$ cat src/rtl/vga_pkg.sv
// Shared VGA pipeline definitions: character codes and text-buffer sequencer states.
package vga_pkg;

    localparam int CHAR_CODE_W = 7;

    localparam logic [CHAR_CODE_W-1:0] Spc = 7'h00;

    localparam logic [CHAR_CODE_W-1:0] TEXT_BUF_CLEAR_CODE = Spc;

    typedef enum logic [1:0] {
        INIT   = 2'd0,
        IDLE   = 2'd1,
        CLEAR  = 2'd2,
        SCROLL = 2'd3
    } text_buf_state_t;

endpackage

$ cat src/rtl/text_buf_ram.sv
// DEPTH x WIDTH block RAM: read-first display read port plus an internal write port.
// The internal port also gains a synchronous read when TEXT_BUF_SCROLL_EN is defined.
module text_buf_ram #(
    parameter int DEPTH = 256,
    parameter int WIDTH = 7,
    parameter int AW    = $clog2(DEPTH)
) (
    input  logic             clk,
    input  logic [AW-1:0]    rd_addr,
    output logic [WIDTH-1:0] rd_dat,
    input  logic             wr_en,
    input  logic [AW-1:0]    wr_addr,
`ifdef TEXT_BUF_SCROLL_EN
    input  logic [AW-1:0]    int_rd_addr,
    output logic [WIDTH-1:0] int_rd_dat,
`endif
    input  logic [WIDTH-1:0] wr_dat
);

    logic [WIDTH-1:0] mem [DEPTH];

    always_ff @(posedge clk) begin
        if (wr_en) begin
            mem[wr_addr] <= wr_dat;
        end
    end

    always_ff @(posedge clk) begin
        rd_dat <= mem[rd_addr];
    end

`ifdef TEXT_BUF_SCROLL_EN
    always_ff @(posedge clk) begin
        int_rd_dat <= mem[int_rd_addr];
    end
`endif

endmodule

$ cat src/rtl/char_text_buffer.sv
// COLS x ROWS character-code grid with 1-cycle display reads and a clear/init sweep sequencer.
// Defining TEXT_BUF_SCROLL_EN adds scroll_req and a one-row scroll-up sweep.
module char_text_buffer
    import vga_pkg::*;
#(
    parameter int                COLS       = 16,
    parameter int                ROWS       = 16,
    parameter int                CODE_W     = 7,
    parameter logic [CODE_W-1:0] CLEAR_CODE = CODE_W'(TEXT_BUF_CLEAR_CODE)
) (
    input  logic                    clk,
    input  logic                    rst,
    input  logic [$clog2(COLS)-1:0] rd_x,
    input  logic [$clog2(ROWS)-1:0] rd_y,
    output logic [CODE_W-1:0]       rd_code,
    input  logic                    wr_en,
    input  logic [$clog2(COLS)-1:0] wr_x,
    input  logic [$clog2(ROWS)-1:0] wr_y,
    input  logic [CODE_W-1:0]       wr_code,
    input  logic                    clr_req,
`ifdef TEXT_BUF_SCROLL_EN
    input  logic                    scroll_req,
`endif
    output logic                    busy,
    output logic                    done
);

    localparam int N  = COLS * ROWS;
    localparam int AW = $clog2(N);
    localparam int CW = $clog2(N + 1);

    text_buf_state_t state, state_nxt;
    logic [CW-1:0]     cnt, cnt_nxt;
    logic              done_nxt;

    logic              rd_ok, wr_ok, rd_force;
    logic [AW-1:0]     rd_lin, wr_lin, rd_addr;
    logic [CODE_W-1:0] ram_rd_dat;

    logic              seq_we;
    logic [AW-1:0]     seq_addr;
    logic [CODE_W-1:0] seq_dat;

    logic              ram_we;
    logic [AW-1:0]     ram_wa;
    logic [CODE_W-1:0] ram_wd;

`ifdef TEXT_BUF_SCROLL_EN
    logic              pend, pend_nxt;
    logic [AW-1:0]     int_raddr;
    logic [CODE_W-1:0] int_rdat;
`endif

    // Range checks guard non-power-of-two grids where the address fields can overshoot.
    assign rd_ok = (int'(rd_x) < COLS) && (int'(rd_y) < ROWS);
    assign wr_ok = (int'(wr_x) < COLS) && (int'(wr_y) < ROWS);

    assign rd_lin  = AW'(rd_y) * AW'(COLS) + AW'(rd_x);
    assign wr_lin  = AW'(wr_y) * AW'(COLS) + AW'(wr_x);
    assign rd_addr = rd_ok ? rd_lin : '0;

    assign ram_we = (state == IDLE) ? (wr_en && wr_ok) : seq_we;
    assign ram_wa = (state == IDLE) ? wr_lin : seq_addr;
    assign ram_wd = (state == IDLE) ? wr_code : seq_dat;

    assign busy    = (state != IDLE);
    assign rd_code = rd_force ? CLEAR_CODE : ram_rd_dat;

    always_comb begin
        state_nxt = state;
        cnt_nxt   = cnt;
        done_nxt  = 1'b0;
        seq_we    = 1'b0;
        seq_addr  = AW'(cnt);
        seq_dat   = CLEAR_CODE;
`ifdef TEXT_BUF_SCROLL_EN
        pend_nxt  = 1'b0;
        int_raddr = '0;
`endif
        case (state)
            INIT, CLEAR: begin
                if (cnt == CW'(N)) begin
                    state_nxt = IDLE;
                    cnt_nxt   = '0;
                    done_nxt  = 1'b1;
                end else begin
                    seq_we  = 1'b1;
                    cnt_nxt = cnt + CW'(1);
                end
            end
            IDLE: begin
                if (clr_req) begin
                    state_nxt = CLEAR;
                    cnt_nxt   = '0;
                end
`ifdef TEXT_BUF_SCROLL_EN
                else if (scroll_req) begin
                    state_nxt = SCROLL;
                    cnt_nxt   = '0;
                end
`endif
            end
`ifdef TEXT_BUF_SCROLL_EN
            // cnt is the read index; the write to cell cnt-1 lags by the RAM read latency.
            SCROLL: begin
                seq_addr = AW'(cnt - CW'(1));
                seq_dat  = (cnt > CW'(N - COLS)) ? CLEAR_CODE : int_rdat;
                if (cnt == CW'(N)) begin
                    if (pend) begin
                        seq_we = 1'b1;
                    end else begin
                        state_nxt = IDLE;
                        cnt_nxt   = '0;
                        done_nxt  = 1'b1;
                    end
                end else begin
                    seq_we   = pend;
                    pend_nxt = 1'b1;
                    cnt_nxt  = cnt + CW'(1);
                    if (cnt < CW'(N - COLS)) begin
                        int_raddr = AW'(cnt) + AW'(COLS);
                    end
                end
            end
`endif
            default: begin
                state_nxt = IDLE;
                cnt_nxt   = '0;
            end
        endcase
    end

    always_ff @(posedge clk or posedge rst) begin
        if (rst) begin
            state    <= INIT;
            cnt      <= '0;
            done     <= 1'b0;
            rd_force <= 1'b1;
`ifdef TEXT_BUF_SCROLL_EN
            pend     <= 1'b0;
`endif
        end else begin
            state    <= state_nxt;
            cnt      <= cnt_nxt;
            done     <= done_nxt;
            rd_force <= !rd_ok || (state == INIT);
`ifdef TEXT_BUF_SCROLL_EN
            pend     <= pend_nxt;
`endif
        end
    end

    text_buf_ram #(
        .DEPTH (N),
        .WIDTH (CODE_W),
        .AW    (AW)
    ) u_ram (
        .clk         (clk),
        .rd_addr     (rd_addr),
        .rd_dat      (ram_rd_dat),
        .wr_en       (ram_we),
        .wr_addr     (ram_wa),
`ifdef TEXT_BUF_SCROLL_EN
        .int_rd_addr (int_raddr),
        .int_rd_dat  (int_rdat),
`endif
        .wr_dat      (ram_wd)
    );

endmodule

$ cat config.mk
export PLATFORM = sky130hd
export DESIGN_NAME = char_text_buffer
export DESIGN_NICKNAME = d
export VERILOG_FILES = /design/src/rtl/vga_pkg.sv /design/src/rtl/text_buf_ram.sv /design/src/rtl/char_text_buffer.sv
export SDC_FILE = /design/constraint.sdc
export NUM_CORES = 2
export LEC_CHECK = 0
export ABC_AREA = 1
export BUFFER_PORTS_ARGS = -buffer_cell sky130_fd_sc_hd__buf_4
export CELL_PAD_IN_SITES_DETAIL_PLACEMENT = 1
export CELL_PAD_IN_SITES_GLOBAL_PLACEMENT = 2
export CORE_MARGIN = 4
export CORE_UTILIZATION = 40
export CTS_CLUSTER_DIAMETER = 150
export DETAILED_ROUTE_END_ITERATION = 8
export PLACE_DENSITY = 0.8
export SETUP_SLACK_MARGIN = 0.4
export SYNTH_ARGS = -nofsm -noshare
export SYNTH_HDL_FRONTEND = slang
export SYNTH_SLANG_ARGS = --single-unit
$ cat constraint.sdc
create_clock -name clk -period 7.72 [get_ports clk]
set_input_delay 0.386 -clock clk [delete_from_list [all_inputs] [get_ports clk]]
set_output_delay 0.386 -clock clk [all_outputs]
set_load 0.005 [all_outputs]
==> flow_metrics.env <==
export IMPL_final_cell_mix="1943 x nand2_1, 1792 x edfxtp_1, 1725 x nand3_1"
export IMPL_path_buf_inv=2
export IMPL_fin_area_mm2=0.08210
export IMPL_crit_start="state[0]$_DFFE_PP0P_"
export IMPL_grt_pass1_wl_um=329900
export IMPL_synth_top_family_by_area="simple AND/OR/NAND/NOR gates"
export IMPL_finalCritPeriodShare_pct=55.46
export IMPL_finalHoldViolCount=0
export IMPL_antenna_found_initial=7
export IMPL_grt_pass1_vias=50270
export IMPL_power_density_mw_per_mm2=292.4
export IMPL_tritoncts="built"
export IMPL_avgSynthCellArea_um2=11.64
export IMPL_dr_pass1_iters=5
export IMPL_yosysWarnings=0
export IMPL_worstSetupStartpointType="flip-flop"
export IMPL_ys_seq_elements=1812
export IMPL_dr_wl_met2_um=107900
export IMPL_cpPeakStageDelay_ps=1040
export IMPL_cp_arrival_ps=4730
export IMPL_drc_errors=0
export IMPL_seq_area_frac_synth_pct=73.57
export IMPL_dr_wl_met3_um=12320
export IMPL_vias=49040
export IMPL_worstHoldPathType="primary input to flip-flop"
export IMPL_dieArea_mm2=0.1914
export IMPL_die_w_um=437.5
export IMPL_synth_compound_area_share_pct=0.1882
export IMPL_clk_pin_slew_worst_paths_ps=60
export IMPL_r2r_start="state[0]$_DFFE_PP0P_"
export IMPL_io_buffers=35
export IMPL_rsz0062_at_grt="false"
export IMPL_drive_above_1_share_pct=6.306
export IMPL_status="finished clean"
export IMPL_path_cells="inv_2 > nor2_4 > inv_2 > o21ai_2 > nor2_1 > nand2_1 > nor2_1"
export IMPL_grtUsageTotal_pct=22.85
export IMPL_area_growth_pct=11.27
export IMPL_place_ws_ps=3532
export IMPL_synthAdderAreaFrac_pct=0.03392
export IMPL_critPathTopFamily="simple AND/OR/NAND/NOR gates"
export IMPL_critPathKind="flip-flop to flip-flop"
export IMPL_slew_limit_headroom_pct=10.42
export IMPL_wl_per_cell_um=25.18
export IMPL_required_ps=8170
export IMPL_ys_types=29
export IMPL_clock_root_buffer="clkbuf_16"
export IMPL_slew_violations=0
export IMPL_start_util_pct=40.26
export IMPL_cts_setup_buffers=0
export IMPL_crit_fanout=26
export IMPL_ant_nets=0
export IMPL_fin_ws_ps=3438
export IMPL_core_mm2=0.1833
export IMPL_synthesis_area_mm2=0.07378
export IMPL_synth_net_count=6368
export IMPL_cts_hold_buf=3
export IMPL_wl_met1_um=95330
export IMPL_die_y_um=437.5
export IMPL_synthMuxAreaShare_pct=0
export IMPL_topRoutingLayerUsed="met4"
export IMPL_cap_violations=0
export IMPL_min_from="wr_code[5]"
export IMPL_ios=36
export IMPL_drtIter0Drc=4562
export IMPL_htreeDepth=4
export IMPL_hpwl_um=122400
export IMPL_cts_buffers=188
export IMPL_final_common_cell="nand2_1"
export IMPL_cp_slowest_cell="nor2_1"
export IMPL_routabilityCongestion=0.7994
export IMPL_max_clock_freq_mhz=233.5
export IMPL_clkLatencyLatePin_ps=850
export IMPL_worstMarginPinSlew_ps=1339
export IMPL_final_nets=6232
export IMPL_num_rows=157
export IMPL_cts_path_max_buffers=3
export IMPL_yosys_area_share_simple_pct=23.38
export IMPL_cts_resized=0
export IMPL_period_needed_ps=4282
export IMPL_ir_drop_v=0.0002838
export IMPL_fillCellCount=19140
export IMPL_leakage_uw=0.02864
export IMPL_clock_skew_ps=31.37
export IMPL_clkSinkCount=1812
export IMPL_grt_max_degree=199
export IMPL_setup_viol=0
export IMPL_wl_um=222200
export IMPL_postSynthCellCount=6339
export IMPL_total_power_uw=24010
export IMPL_grt_ovfl_total=0
export IMPL_synth_xor_area_share_pct=0.01187
export IMPL_viasPerCell=5.558
export IMPL_cp_end_kind="flip-flop"
export IMPL_placed_cell_area_mm2=0.07609
[synth_stat cells]
library cell | number | area [µm²]
a21oi_2 | 1 | 8.760
dfrtp_1 | 12 | 300.3
nand2_1 | 1950 | 7320
nor2_2 | 5 | 31.28
nand3_1 | 1725 | 8633
nor3b_1 | 1 | 7.510
nor4_1 | 1 | 6.260
o21ai_2 | 4 | 35.03
nor2_1 | 306 | 1149
dfstp_2 | 1 | 26.28
nor2_4 | 1 | 11.26
inv_2 | 6 | 22.52
buf_4 | 13 | 97.59
a32o_1 | 1 | 10.01
buf_2 | 124 | 620.6
o21ai_0 | 12 | 60.06
nor3_2 | 1 | 10.01
inv_1 | 64 | 240.2
ha_1 | 2 | 25.02
xnor2_1 | 1 | 8.760
clkbuf_1 | 210 | 788.3
dfxtp_1 | 7 | 140.1
nand2_2 | 9 | 56.30
nor3_1 | 3 | 15.01
buf_6 | 1 | 11.26
a21oi_1 | 5 | 25.02
nand4_1 | 2 | 12.51
edfxtp_1 | 1792 | 53810
buf_1 | 79 | 296.5
[final cells by class]
type / instances / area (µm²) / share of cell area, %
timing repair buffer: 101 / 974.7 / 1.187
inverter: 70 / 287.8 / 0.3505
sequential: 1812 / 54280 / 66.12
multi-input combinational: 4030 / 17490 / 21.31
antenna: 1 / 2.502 / 0.003048
clock buffer: 236 / 4927 / 6.002
tap: 2464 / 3083 / 3.755
clock inverter: 110 / 1047 / 1.276
[path summary, 6_finish.rpt]
check	to	slack, ps	depth (start not counted)
min in group asynchronous	cnt[6]$_DFFE_PP0N_	150	3
setup reg to reg	u_ram.mem[116][3]$_DFFE_PP_	3440	7
setup / recovery	u_ram.mem[116][3]$_DFFE_PP_	3440	7
max in group asynchronous	rd_force$_DFF_PP1_	7210	3
hold reg to reg	rd_force$_DFF_PP1_	500	1
hold / removal	u_ram.mem[169][5]$_DFFE_PP_	100	3
[per-layer routing]
metal,vias up,track usage [%]
li1,22100,-
met2,1338,37.99
met3,338,3.332
met4,0,7.238
met5,-,0
met1,25260,31.09
[worst min-delay path: stages]
cell and delay [ps]:
buf_4 110, inv_1 90, nor2_4 140
[logic make-up (layout without fill, tap and decap cells)]
logic type	count (synthesis)	count (layout)
simple gates	4004	4004
xor+xnor	1	1
buf+inv	497	517
other cells	0	1
compound gates	23	23
flops	1812	1812
fa+ha+maj	2	2
[flip-flops by register name, indices dropped and copies added (netlist names)]
name          cells
cnt               9
done              1
rd_force          1
state             2
u_ram.mem      1792
u_ram.rd_dat      7
[where the power goes]
group,switching (µW),internal [µW],total [µW]
combinational,2750,468,3220
clock,3860,5090,8950
sequential,76.9,11800,11800
[metrics by stage]
step / hold slack, ps / cells / util, % / TNS (ps)
final: 104.6 / 8824 / 44.79 / 0
after global routing: 108.1 / 8823 / 44.79 / 0
after CTS: 62.67 / 8823 / 44.79 / 0
after detailed placement: 457.2 / 8474 / 41.52 / 0
after global placement: 454.1 / 8474 / 41.52 / 0
after floorplan: 262.2 / 6339 / - / -634110
Power figures use the tool's default switching activity.
